==> src/rtl/rsp_s2_prep_ahbic_pkg.sv <==
// ----------------------------------------------------------------------------
// rsp_s2_prep_ahbic_pkg
// Shared encodings for the rsp_s2_prep AHB interconnect simple master:
//   - HTRANS / HRESP / HBURST encodings and the fixed HPROT value
//   - master FSM state encoding
// ----------------------------------------------------------------------------
package rsp_s2_prep_ahbic_pkg;

    localparam logic [1:0] HTRANS_IDLE   = 2'b00;
    localparam logic [1:0] HTRANS_NONSEQ = 2'b10;

    localparam logic [1:0] HRESP_OKAY  = 2'b00;
    localparam logic [1:0] HRESP_ERROR = 2'b01;
    localparam logic [1:0] HRESP_RETRY = 2'b10;
    localparam logic [1:0] HRESP_SPLIT = 2'b11;

    localparam logic [2:0] HBURST_SINGLE = 3'b000;

    // Privileged data access, non-bufferable, non-cacheable.
    localparam logic [3:0] HPROT_DEFAULT = 4'b0011;

    typedef enum logic [2:0] {
        S_IDLE,
        S_DATA,
        S_ERR,
        S_RTY,
        S_REISSUE
    } state_e;

endpackage

==> src/rtl/rsp_s2_prep_ahbic_master_xfer_reg.sv <==
// ----------------------------------------------------------------------------
// rsp_s2_prep_ahbic_master_xfer_reg
// One {addr, write, size, wdata} transfer holding register with load enable.
// Ports:
//   clk_i, rst_ni        clock, asynchronous active-low reset (clears to 0)
//   load_i               capture the *_i fields at the next clock edge
//   addr_i/write_i/size_i/wdata_i   transfer fields to capture
//   addr_o/write_o/size_o/wdata_o   held transfer fields
// ----------------------------------------------------------------------------
module rsp_s2_prep_ahbic_master_xfer_reg #(
    parameter int unsigned AW = 32,
    parameter int unsigned DW = 32
) (
    input  logic          clk_i,
    input  logic          rst_ni,
    input  logic          load_i,
    input  logic [AW-1:0] addr_i,
    input  logic          write_i,
    input  logic [2:0]    size_i,
    input  logic [DW-1:0] wdata_i,
    output logic [AW-1:0] addr_o,
    output logic          write_o,
    output logic [2:0]    size_o,
    output logic [DW-1:0] wdata_o
);

    logic [AW-1:0] addr_q, addr_d;
    logic          write_q, write_d;
    logic [2:0]    size_q, size_d;
    logic [DW-1:0] wdata_q, wdata_d;

    always_comb begin
        addr_d  = addr_q;
        write_d = write_q;
        size_d  = size_q;
        wdata_d = wdata_q;
        if (load_i) begin
            addr_d  = addr_i;
            write_d = write_i;
            size_d  = size_i;
            wdata_d = wdata_i;
        end
    end

    always_ff @(posedge clk_i or negedge rst_ni) begin
        if (!rst_ni) begin
            addr_q  <= '0;
            write_q <= 1'b0;
            size_q  <= 3'd0;
            wdata_q <= '0;
        end else begin
            addr_q  <= addr_d;
            write_q <= write_d;
            size_q  <= size_d;
            wdata_q <= wdata_d;
        end
    end

    assign addr_o  = addr_q;
    assign write_o = write_q;
    assign size_o  = size_q;
    assign wdata_o = wdata_q;

endmodule

==> src/rtl/rsp_s2_prep_ahbic_simple_master.sv <==
// ----------------------------------------------------------------------------
// rsp_s2_prep_ahbic_simple_master
// AHB initiator: turns a valid/ready single-transfer command stream into
// pipelined NONSEQ/SINGLE transfers. Handles wait states and the two-cycle
// ERROR/RETRY/SPLIT responses; responses come back in command order.
// Ports:
//   HCLK, HRESETn                    clock, asynchronous active-low reset
//   cmd_valid/cmd_ready              command handshake
//   cmd_write/addr/size/wdata        command fields, sampled on acceptance
//   rsp_valid/rsp_err/rsp_rdata      one-cycle completion pulse, no backpressure
//   HADDR/HTRANS/HWRITE/HSIZE/HBURST/HPROT/HMASTLOCK/HWDATA   AHB master outputs
//   HRDATA/HREADY/HRESP              AHB slave-side inputs
// Optional feature (macro RSP_S2_PREP_AHBM_ERRLOG_EN):
//   err_sticky/err_addr outputs, err_clr input: latches the address of the
//   first ERROR completion until cleared.
// ----------------------------------------------------------------------------
module rsp_s2_prep_ahbic_simple_master
    import rsp_s2_prep_ahbic_pkg::*;
#(
    parameter int unsigned AW = 32,
    parameter int unsigned DW = 32
) (
    input  logic          HCLK,
    input  logic          HRESETn,
    input  logic          cmd_valid,
    output logic          cmd_ready,
    input  logic          cmd_write,
    input  logic [AW-1:0] cmd_addr,
    input  logic [2:0]    cmd_size,
    input  logic [DW-1:0] cmd_wdata,
    output logic          rsp_valid,
    output logic          rsp_err,
    output logic [DW-1:0] rsp_rdata,
`ifdef RSP_S2_PREP_AHBM_ERRLOG_EN
    output logic          err_sticky,
    output logic [AW-1:0] err_addr,
    input  logic          err_clr,
`endif
    output logic [AW-1:0] HADDR,
    output logic [1:0]    HTRANS,
    output logic          HWRITE,
    output logic [2:0]    HSIZE,
    output logic [2:0]    HBURST,
    output logic [3:0]    HPROT,
    output logic          HMASTLOCK,
    output logic [DW-1:0] HWDATA,
    input  logic [DW-1:0] HRDATA,
    input  logic          HREADY,
    input  logic [1:0]    HRESP
);

    state_e        state_q, state_d;
    logic          ap_valid_q, ap_valid_d;
    logic          rsp_valid_q, rsp_valid_d;
    logic          rsp_err_q, rsp_err_d;
    logic [DW-1:0] rsp_rdata_q, rsp_rdata_d;

    logic [AW-1:0] ap_addr, dp_addr;
    logic          ap_write, dp_write;
    logic [2:0]    ap_size, dp_size;
    logic [DW-1:0] ap_wdata, dp_wdata;

    logic ap_phase, ap_adv, accept, done_ok, done_err;

    // New addresses may only go out while no ERROR/RETRY sequence is running.
    assign ap_phase  = (state_q == S_IDLE) || (state_q == S_DATA);
    assign ap_adv    = ap_valid_q & HREADY & ap_phase;
    assign cmd_ready = ~ap_valid_q | ap_adv;
    assign accept    = cmd_valid & cmd_ready;

    rsp_s2_prep_ahbic_master_xfer_reg #(.AW(AW), .DW(DW)) u_ap_reg (
        .clk_i   (HCLK),
        .rst_ni  (HRESETn),
        .load_i  (accept),
        .addr_i  (cmd_addr),
        .write_i (cmd_write),
        .size_i  (cmd_size),
        .wdata_i (cmd_wdata),
        .addr_o  (ap_addr),
        .write_o (ap_write),
        .size_o  (ap_size),
        .wdata_o (ap_wdata)
    );

    rsp_s2_prep_ahbic_master_xfer_reg #(.AW(AW), .DW(DW)) u_dp_reg (
        .clk_i   (HCLK),
        .rst_ni  (HRESETn),
        .load_i  (ap_adv),
        .addr_i  (ap_addr),
        .write_i (ap_write),
        .size_i  (ap_size),
        .wdata_i (ap_wdata),
        .addr_o  (dp_addr),
        .write_o (dp_write),
        .size_o  (dp_size),
        .wdata_o (dp_wdata)
    );

    // Address-phase bus drive: re-issue replays the data-phase transfer.
    always_comb begin
        HTRANS = HTRANS_IDLE;
        HADDR  = ap_addr;
        HWRITE = ap_write;
        HSIZE  = ap_size;
        if (state_q == S_REISSUE) begin
            HTRANS = HTRANS_NONSEQ;
            HADDR  = dp_addr;
            HWRITE = dp_write;
            HSIZE  = dp_size;
        end else if (ap_valid_q && ap_phase) begin
            HTRANS = HTRANS_NONSEQ;
        end
    end

    assign HWDATA    = dp_wdata;
    assign HBURST    = HBURST_SINGLE;
    assign HPROT     = HPROT_DEFAULT;
    assign HMASTLOCK = 1'b0;

    always_comb begin
        state_d    = state_q;
        ap_valid_d = ap_valid_q;
        done_ok    = 1'b0;
        done_err   = 1'b0;

        // Accept wins over ap_adv: the slot is refilled on the same edge.
        if (accept) begin
            ap_valid_d = 1'b1;
        end else if (ap_adv) begin
            ap_valid_d = 1'b0;
        end

        case (state_q)
            S_IDLE: begin
                if (ap_adv) state_d = S_DATA;
            end
            S_DATA: begin
                if (HREADY) begin
                    // HREADY high with a non-OKAY response is a slave protocol
                    // violation; report it as an error rather than dropping it.
                    if (HRESP == HRESP_OKAY) done_ok = 1'b1;
                    else                     done_err = 1'b1;
                    state_d = ap_adv ? S_DATA : S_IDLE;
                end else begin
                    unique case (HRESP)
                        HRESP_OKAY:                state_d = S_DATA;
                        HRESP_ERROR:               state_d = S_ERR;
                        HRESP_RETRY, HRESP_SPLIT:  state_d = S_RTY;
                    endcase
                end
            end
            S_ERR: begin
                if (HREADY) begin
                    done_err = 1'b1;
                    state_d  = S_IDLE;
                end
            end
            S_RTY: begin
                if (HREADY) state_d = S_REISSUE;
            end
            S_REISSUE: begin
                if (HREADY) state_d = S_DATA;
            end
            default: state_d = S_IDLE;
        endcase

        rsp_valid_d = done_ok | done_err;
        rsp_err_d   = done_err;
        rsp_rdata_d = (done_ok && !dp_write) ? HRDATA : '0;
    end

    always_ff @(posedge HCLK or negedge HRESETn) begin
        if (!HRESETn) begin
            state_q     <= S_IDLE;
            ap_valid_q  <= 1'b0;
            rsp_valid_q <= 1'b0;
            rsp_err_q   <= 1'b0;
            rsp_rdata_q <= '0;
        end else begin
            state_q     <= state_d;
            ap_valid_q  <= ap_valid_d;
            rsp_valid_q <= rsp_valid_d;
            rsp_err_q   <= rsp_err_d;
            rsp_rdata_q <= rsp_rdata_d;
        end
    end

    assign rsp_valid = rsp_valid_q;
    assign rsp_err   = rsp_err_q;
    assign rsp_rdata = rsp_rdata_q;

`ifdef RSP_S2_PREP_AHBM_ERRLOG_EN
    logic          err_sticky_q, err_sticky_d;
    logic [AW-1:0] err_addr_q, err_addr_d;

    // Only the first error is kept; clear has priority over a new error.
    always_comb begin
        err_sticky_d = err_sticky_q;
        err_addr_d   = err_addr_q;
        if (err_clr) begin
            err_sticky_d = 1'b0;
            err_addr_d   = '0;
        end else if (done_err && !err_sticky_q) begin
            err_sticky_d = 1'b1;
            err_addr_d   = dp_addr;
        end
    end

    always_ff @(posedge HCLK or negedge HRESETn) begin
        if (!HRESETn) begin
            err_sticky_q <= 1'b0;
            err_addr_q   <= '0;
        end else begin
            err_sticky_q <= err_sticky_d;
            err_addr_q   <= err_addr_d;
        end
    end

    assign err_sticky = err_sticky_q;
    assign err_addr   = err_addr_q;
`endif

endmodule

==> config.mk <==
export PLATFORM = sky130hd
export DESIGN_NAME = rsp_s2_prep_ahbic_simple_master
export DESIGN_NICKNAME = d
export VERILOG_FILES = /design/src/rtl/rsp_s2_prep_ahbic_pkg.sv /design/src/rtl/rsp_s2_prep_ahbic_master_xfer_reg.sv /design/src/rtl/rsp_s2_prep_ahbic_simple_master.sv
export SDC_FILE = /design/constraint.sdc
export NUM_CORES = 1
export LEC_CHECK = 0
export BUFFER_PORTS_ARGS = -buffer_cell sky130_fd_sc_hd__buf_2
export CELL_PAD_IN_SITES_DETAIL_PLACEMENT = 0
export CELL_PAD_IN_SITES_GLOBAL_PLACEMENT = 1
export CORE_MARGIN = 1.5
export CORE_UTILIZATION = 41
export CTS_CLUSTER_DIAMETER = 30
export CTS_CLUSTER_SIZE = 14
export DETAILED_ROUTE_END_ITERATION = 6
export GPL_TIMING_DRIVEN = 0
export PLACE_DENSITY_LB_ADDON = 0.12
export SETUP_SLACK_MARGIN = 0.5
export SYNTH_ARGS = -nofsm -noshare
export SYNTH_HDL_FRONTEND = slang
export SYNTH_HIERARCHICAL = 1
export SYNTH_SLANG_ARGS = --single-unit
==> constraint.sdc <==
create_clock -name HCLK -period 2.6 [get_ports HCLK]
set_input_delay 0.52 -clock HCLK [delete_from_list [all_inputs] [get_ports HCLK]]
set_output_delay 0.52 -clock HCLK [all_outputs]
set_load 0.005 [all_outputs]
* Word-level counts from Yosys, hierarchy flattened
Index checks and enable logic that the tools add are counted.
Operators by class: add/sub/neg operators 0, multiply operators 0, divide/modulo/power cells 0, $lt $le $gt $ge 0, equal/unequal tests 11, shift operators 0, multiplexer cells 23, bitwise operators 6, reduce and logical (&&, ||, !) cells 9
Operators by type and width (count):
- 32-bit 2-to-1 mux | 2
- 3-bit 2-to-1 mux | 6
- 3-bit case mux with 5 select lines | 1
- 1-bit 2-to-1 mux | 10
- 3-bit case mux with 3 select lines | 1
- 2-bit inequality test (second input constant) | 4
- 3-bit by 2-bit equality test with 1-bit output (second input constant) | 2
- 2-bit equality test (second input constant) | 2
- 2-bit 2-to-1 mux | 2
- 4-bit AND reduction | 1
- 1-bit bitwise AND | 3
- 3-bit by 1-bit equality test with 1-bit output (second input constant) | 1
- 3-bit equality test (second input constant) | 1
- 3-bit zero test | 1
- 2-bit by 1-bit equality test with 1-bit output (second input constant) | 1
- 1-bit logical AND | 2
- 2-bit zero test | 1
- 1-bit bitwise OR | 2
- 1-bit case mux with 2 select lines | 1
- 2-bit nonzero test | 1
- 2-bit OR reduction | 1
- 1-bit zero test | 1
- 1-bit logical OR | 1
- 1-bit inverter | 1
Storage, ports and cells: register bits 174, latch bits 0, RAM bits 0, ROM bits 0, output and inout port bits 113, memories 0

* Longest topological paths before layout
Gate-level depths: netlist of run 1.
word-level depth 6, gate-level depth with buffers 7, gate-level depth less buffers 4

* Modules after synthesis
Netlist of run 1, hierarchy kept.
Modules (own cells, without submodules):
- rsp_s2_prep_ahbic_master_xfer_reg | times used 2, cells each 144, area an instance 2615.0 um^2
- rsp_s2_prep_ahbic_simple_master | times used 1, cells each 149, area an instance 1861.8 um^2

* Worst setup path before layout of run 1
OpenSTA, ideal clock, no wires.
path kind in2reg, from input port HREADY, to register u_ap_reg.addr_q[10] (netlist: u_ap_reg/addr_o[10]), setup time 125 ps, arrival 1824 ps, setup slack 651 ps, stages 7, cells stage by stage nand2b_1 o21ai_0 and2_1 buf_6 buf_6 buf_8 mux2_4
Between the ends: longest elaborated chain between the ends 4
RTL lines:
- start, declared | RTL line rsp_s2_prep_ahbic_simple_master.sv:48 | input logic HREADY,
- 1-bit bitwise AND (2 in series) | RTL line rsp_s2_prep_ahbic_simple_master.sv:67 | assign ap_adv = ap_valid_q & HREADY & ap_phase;
- 1-bit bitwise OR | RTL line rsp_s2_prep_ahbic_simple_master.sv:68 | assign cmd_ready = ~ap_valid_q | ap_adv;
- net cmd_ready | RTL line rsp_s2_prep_ahbic_simple_master.sv:26 | output logic cmd_ready,
- 1-bit bitwise AND | RTL line rsp_s2_prep_ahbic_simple_master.sv:69 | assign accept = cmd_valid & cmd_ready;
- net accept | RTL line rsp_s2_prep_ahbic_simple_master.sv:63 | logic ap_phase, ap_adv, accept, done_ok, done_err;
- end signal, assigned | RTL line rsp_s2_prep_ahbic_master_xfer_reg.sv:52 | addr_q <= addr_d;
- end, declared | RTL line rsp_s2_prep_ahbic_master_xfer_reg.sv:27 | logic [AW-1:0] addr_q, addr_d;
The timed path passes the listed nets, and every way through them passes these cells. A chain may end at the register's enable or synchronous reset.

* Final worst setup path of run 1
from register state_q[1], to output port HADDR[1]
Between the ends: longest elaborated chain between the ends 2
RTL lines:
- start, declared | RTL line rsp_s2_prep_ahbic_simple_master.sv:52 | state_e state_q, state_d;
- start signal, assigned | RTL line rsp_s2_prep_ahbic_simple_master.sv:180 | state_q <= state_d;
- 3-bit equality test | RTL line rsp_s2_prep_ahbic_simple_master.sv:105 | if (state_q == S_REISSUE) begin
- 32-bit 2-to-1 mux | RTL line rsp_s2_prep_ahbic_simple_master.sv:105
- end, declared | RTL line rsp_s2_prep_ahbic_simple_master.sv:39 | output logic [AW-1:0] HADDR,
Every way passes these cells.

==> results of run 1 <==
cell families (layout without fill, tap and decap cells):
| logic type | count (synthesis) | in the layout | share of synthesized area, % |
|---|---|---|---|
| and+or+nand+nor | 45 | 46 | 4.09 |
| other | 2 | 10 | 0.106 |
| xor gates and xnor gates | 1 | 1 | 0.124 |
| DFF | 174 | 174 | 61.4 |
| muxes | 174 | 174 | 29.7 |
| buffers and inverters | 34 | 282 | 3.86 |
| AOI/OAI and AO/OA | 7 | 7 | 0.688 |
worst paths after layout:
path                                     start                    to  slack (ns)  cells past startpoint
max                                 state_q[1]              HADDR[1]        0.26                      7
min                                    HRESETn  u_ap_reg/wdata_o[12]        0.07                      1
max reg2reg                         state_q[2]   u_ap_reg/addr_o[21]        0.53                      7
min reg2reg                u_ap_reg/wdata_o[0]   u_dp_reg/wdata_o[0]        0.50                      1
max in group asynchronous              HRESETn            state_q[0]        1.66                      2
min in group HCLK                    cmd_valid            ap_valid_q        0.31                      2
critical path, cell delays in order (launching register included):
cell     delay (ns)
dfrtp_1        0.37
buf_6          0.12
nor2_4         0.18
buf_12         0.15
nand2_8        0.06
buf_6          0.13
mux2_2         0.27
buf_2          0.13
metrics by stage:
stage	instances	power, mW
after detailed placement	874	7.05
after floorplan	444	5.96
final	914	9.79
after global routing	914	10.4
after global placement	873	6.91
after CTS	912	9.82
cells in the final DEF, fill, tap and decap left out, types with 3 or more instances in the layout:
cell	instances
bufinv_16	3
clkbuf_16	18
buf_6	27
mux2_2	133
buf_2	197
clkinvlp_4	3
and2_1	33
buf_4	13
dfrtp_1	172
nor2_1	3
buf_12	3
buf_8	6
mux2_4	40
clkbuf_4	4
conb_1	9
timing repair:
item                                   CTS  global route
resized for setup                       34            15
endpoints found under the hold margin    0             0
setup endpoints to repair               97           111
setup buffers                            9             0
pin swaps                                1             0
cloned                                   2             1
registers in the layout, summed over array words and instances, names as in the netlist, 3 cells and up:
signal and flops:
u_dp_reg/wdata_o 32, state_q 3, u_dp_reg/size_o 3, u_ap_reg/wdata_o 32, u_ap_reg/addr_o 32, u_ap_reg/size_o 3
u_dp_reg/addr_o 32, rsp_rdata 32
final cells by class:
type / count / area [sq um]
fillers: 1386 / 7360
flip-flops and latches: 174 / 4360
multi-input cells: 237 / 2540
repair buffers: 221 / 1330
clock buffers: 20 / 447
plain buffers: 32 / 323
well taps: 220 / 275
clock inverters: 7 / 118
inverters: 2 / 7.51
diodes: 1 / 2.50
power groups by stage:
stage	registers, mW	logic [mW]	clock network (mW)
2_1_floorplan	4.14	1.82	0
3_3_place_gp	4.17	2.75	0
3_5_place_dp	4.24	2.81	0
4_1_cts	4.20	3.06	2.56
5_1_grt	4.34	3.36	2.66
6_report	4.20	3.11	2.48
metal layers:
metal / up-vias / wire length, um / global-route usage [%]
met1: 2130 / 6380 / 21.7
met2: 142 / 7340 / 28.1
li1: 1994 / - / -
met5: - / 13 / 0
met4: 2 / 196 / 6.45
met3: 14 / 1140 / 6.12
==> impl_metrics.tcl, run 1 <==
set metrics [dict create \
    die_width_um 135 \
    vias 4282 \
    first_pass_iters 4 \
    grt_first_pass_wirelength_um 24400 \
    end_kind "primary output" \
    intPower_mw 7.17 \
    pwr-share-clk_pct 25.4 \
    wire_per_inst_um 16.5 \
    finalSetupViolCount 0 \
    wl_um 15100 \
    final_max_slew_viol_count 0 \
    design.portCount 219 \
    startpoint_type "register" \
    clkLatencyLatePin_ns 0.41 \
    hold_buffers 0 \
    dieHeight_um 135 \
    yosys.cell_types.count 25 \
    gp_congestion 0.747 \
    crit_type "reg -> out" \
    gr-total-overflow 0 \
    final_util_pct 56.1 \
    synth_top_area_share_pct 61.4 \
    p_sw_mw 2.62 \
    start_util_pct 42.3 \
    synth_top_flop_cell "dfrtp_1" \
    cts.sinks 174 \
    pwr-share-seq_pct 42.9 \
    root_buffer "clkbuf_16" \
    worst_pin_slew_ns 0.634 \
    synth.most_common_cell "dfrtp_1" \
    cts_buffers 17 \
    ys_warn_count 6 \
    cellLeakagePower_nw 4.58 \
    drive_above_1_share_pct 66.5 \
    clock_path_buffers 2 \
    gr-usage-all-layers_pct 17.4 \
    ys_top_cells_by_area "dfrtp_1 61%, mux2_2 21%, mux2_4 8.5%, and2_1 2.9%, buf_6 1.1%" \
    drc 0 \
    syn_area_per_cell_sq_um 16.2 \
    final_hold_viol_count 0 \
    cts_tree "done" \
    synth_top_area_cell "dfrtp_1" \
    final_nets 791 \
    antenna_found_initial 2 \
    power_frac_comb_pct 31.8 \
    vias_per_cell 4.68 \
    finalCriticalPeriod_ns 2.34 \
    ant_nets 0 \
    die-area_sq_um 18100 \
    p_per_area_nw_per_um2 1040 \
    ir_worst_vdd_uv 470 \
    synth_seq_cells 174 \
    fin_hold_ws_ns 0.0689 \
    netlist_area_sq_um 7090 \
    relSlewSlack_pct 57.7 \
    drtIter0Drc 164 \
    cap_violations 0 \
    rows 47 \
    setup_ws_ns 0.264 \
    grt_pass1_vias 4705 \
    htreeDepth 4 \
    synth-edff-count 0 \
    grt_max_degree 95 \
    synthArstFlopShare_pct 100 \
    p_sw_share_pct 26.7 \
    finalSetupTns_ns 0 \
    port_buffers 209 \
    worstPathArrival_ns 1.82 \
    clock.fmax_ghz 0.428 \
    seq_area_frac_synth_pct 61.4 \
    place_ws_ns 0.183 \
    final_design_area_no_fill_sq_um 9400 \
    path_clk_slew_ns 0.06 \
    skew_ns 0.0104 \
    rsz0062_at_grt "yes" \
    placed_area_sq_um 8480 \
    status "complete, no violations" \
    synth_common_cells "174 x dfrtp_1, 133 x mux2_2, 40 x mux2_4" \
    cp_max_fo 4 \
    crit_required_ns 2.08 \
    synthCells 437 \
    hp-class "in -> async" \
    syn2layout_area_growth_pct 32.5 \
    min_period_over_period_pct 89.9 \
    coreArea_sq_um 16800 \
    hpwl_um 10300 \
]
Power figures use the tool's default switching activity.
==> inputs of run 2 (changes only) <==
--- a/config.mk
+++ b/config.mk
@@ -5,15 +5,15 @@
 export SDC_FILE = /design/constraint.sdc
 export NUM_CORES = 1
 export LEC_CHECK = 0
+export ABC_AREA = 1
 export BUFFER_PORTS_ARGS = -buffer_cell sky130_fd_sc_hd__buf_2
 export CELL_PAD_IN_SITES_DETAIL_PLACEMENT = 0
 export CELL_PAD_IN_SITES_GLOBAL_PLACEMENT = 1
 export CORE_MARGIN = 1.5
-export CORE_UTILIZATION = 41
+export CORE_UTILIZATION = 37
 export CTS_CLUSTER_DIAMETER = 30
 export CTS_CLUSTER_SIZE = 14
 export DETAILED_ROUTE_END_ITERATION = 6
-export GPL_TIMING_DRIVEN = 0
 export PLACE_DENSITY_LB_ADDON = 0.12
 export SETUP_SLACK_MARGIN = 0.5
 export SYNTH_ARGS = -nofsm -noshare
==> impl_metrics.tcl, run 2 <==
set metrics [dict create \
    gr-total-overflow 0 \
    relSlewSlack_pct 60.1 \
    drive_above_1_share_pct 29.4 \
    worst_pin_slew_ns 0.599 \
    path_clk_slew_ns 0.07 \
    clock_path_buffers 2 \
    dieHeight_um 144 \
    crit_chain "nor2_4, buf_6, clkbuf_16, nand3_1, nand2_1, buf_2" \
    crit_type "reg -> out" \
    layout_commonest_cell "nand2_1" \
    cellLeakagePower_nw 5.55 \
    synth_top_flop_cell "dfrtp_1" \
    cap_violations 0 \
    final_nets 1180 \
    synth_common_cells "506 x nand2_1, 174 x dfrtp_1, 44 x inv_1" \
    netlist_area_sq_um 7310 \
    hpwl_um 11600 \
    hp-class "in -> reg" \
    cts_tree "done" \
    syn2layout_area_growth_pct 29.0 \
    ir_worst_vdd_uv 547 \
    rsz0062_at_grt "yes" \
    rows 51 \
    dp_cells 1305 \
    setup_ws_ns 0.468 \
    syn_area_per_cell_sq_um 8.46 \
    final_cell_mix "500 x nand2_1, 207 x buf_2, 172 x dfrtp_1, 43 x inv_1, 31 x nand3_1" \
    holdPathEnd "u_ap_reg/addr_o[22]" \
    finalSetupViolCount 0 \
    ant_nets 0 \
    fin_cells 1352 \
    final_max_slew_viol_count 0 \
    end_kind "primary output" \
    clock.fmax_ghz 0.469 \
    cts.sinks 174 \
    status "complete, no violations" \
    cp_max_fo 5 \
    startpoint_type "register" \
    grt_pass1_vias 5599 \
    first_pass_iters 5 \
    n_antenna_cell 0 \
    drc 0 \
    antenna_found_initial 0 \
    r2r_start "state_q[1]" \
    total_power_mw 10.9 \
    die-area_sq_um 20600 \
    port_buffers 209 \
    htreeDepth 4 \
    placed_area_sq_um 8520 \
    start_util_pct 37.7 \
    rr_worst_depth 8 \
    synth.most_common_cell "nand2_1" \
    synthCells 865 \
    synth_top_area_share_pct 59.5 \
    worstHoldStart "cmd_addr[22]" \
    drtIter0Drc 287 \
    fill_cells 1943 \
    gr-usage-all-layers_pct 18.5 \
    yosys.cell_types.count 17 \
    synth_seq_cells 174 \
    hold_depth 3 \
    final_design_area_no_fill_sq_um 9440 \
    final_hold_viol_count 0 \
    design.portCount 219 \
    finalCriticalPeriod_ns 2.13 \
    clkLatencyLatePin_ns 0.43 \
    skew_ns 0.0110 \
    root_buffer "clkbuf_16" \
    finalSetupTns_ns 0 \
    p_per_area_nw_per_um2 1150 \
    rrSetupSlack_ns 0.75 \
    min_period_over_period_pct 82.0 \
    ys_warn_count 6 \
    ys_top_cells_by_area "dfrtp_1 60%, nand2_1 26%, nand3_1 2.6%, nor2_2 2.5%, inv_1 2.3%" \
    wl_um 19000 \
    crit_required_ns 2.08 \
    seq_area_frac_synth_pct 59.5 \
    gp_congestion 0.742 \
    vias_per_cell 4.33 \
    die_width_um 144 \
    cpPeakStageDelay_ns 0.43 \
    crit_path_top_delay_cell "dfrtp_2" \
    vias 5849 \
    place_ws_ns 0.572 \
    cts_buffers 17 \
    synth_top_area_cell "dfrtp_1" \
    r2r_end "u_ap_reg/addr_o[3]" \
    worstPathArrival_ns 1.61 \
    synth-edff-count 0 \
    coreArea_sq_um 19400 \
    wire_per_inst_um 14.1 \
    critPathLaunch "state_q[1]" \
    final_util_pct 48.7 \
    grt_first_pass_wirelength_um 29200 \
    fin_hold_ws_ns 0.284 \
    synthArstFlopShare_pct 100 \
    grt_max_degree 69 \
]
-- run 2: critical path, delay by kind of cell (launching register included) --
| kind | cells | cell delay, ns |
|---|---|---|
| DFF | 1 | 0.43 |
| buffers and inverters | 3 | 0.43 |
| and+or+nand+nor | 3 | 0.33 |
-- run 2: how the worst max path moves through the flow --
stage                               end  cells past startpoint
finish                         HSIZE[1]                      6
global route                  HADDR[19]                      6
CTS                            HSIZE[1]                      5
detailed placement   u_ap_reg/addr_o[3]                      9
global placement    u_ap_reg/addr_o[23]                      9
floorplan                     HADDR[10]                      6
-- run 2: final cells by class --
cell class | count | area (sq um) | share of cell area [%]
Timing Repair Buffer | 237 | 1470 | 15.5
Multi-Input combinational cell | 598 | 2490 | 26.4
Clock buffer | 18 | 439 | 4.65
Tap cell | 265 | 332 | 3.51
Clock inverter | 14 | 181 | 1.92
Sequential cell | 174 | 4360 | 46.2
Inverter | 46 | 173 | 1.83
-- run 2: kinds of logic (layout without fill, tap and decap cells) --
kind of cell | after synthesis | in the layout | synth area share, %
and+or+nand+nor | 585 | 585 | 32.3
other | 2 | 9 | 0.103
AOI/OAI and AO/OA | 4 | 4 | 0.274
DFF | 174 | 174 | 59.5
buffers and inverters | 100 | 315 | 7.77
-- run 2: repair_timing --
item	CTS	global route
gates cloned	1	6
pin swaps	1	19
endpoints found under the setup margin	37	38
hold buffers	1	0
hold endpoints to repair	33	0
gates resized for setup	11	17
setup buffers	4	3
-- run 2: power breakdown --
group          switching [mW]  leakage (nW)  internal, mW
logic                    2.20          3.03          1.61
registers               0.643          2.22          3.76
clock network            1.13         0.295          1.56
total                    3.97          5.55          6.92
-- run 2: routing by layer --
| layer | global-route usage [%] | wire length [um] |
|---|---|---|
| met3 | 5.30 | 1180 |
| met1 | 24.7 | 8610 |
| met4 | 6.34 | 295 |
| met2 | 29.0 | 8920 |
| met5 | 0 | 0 |
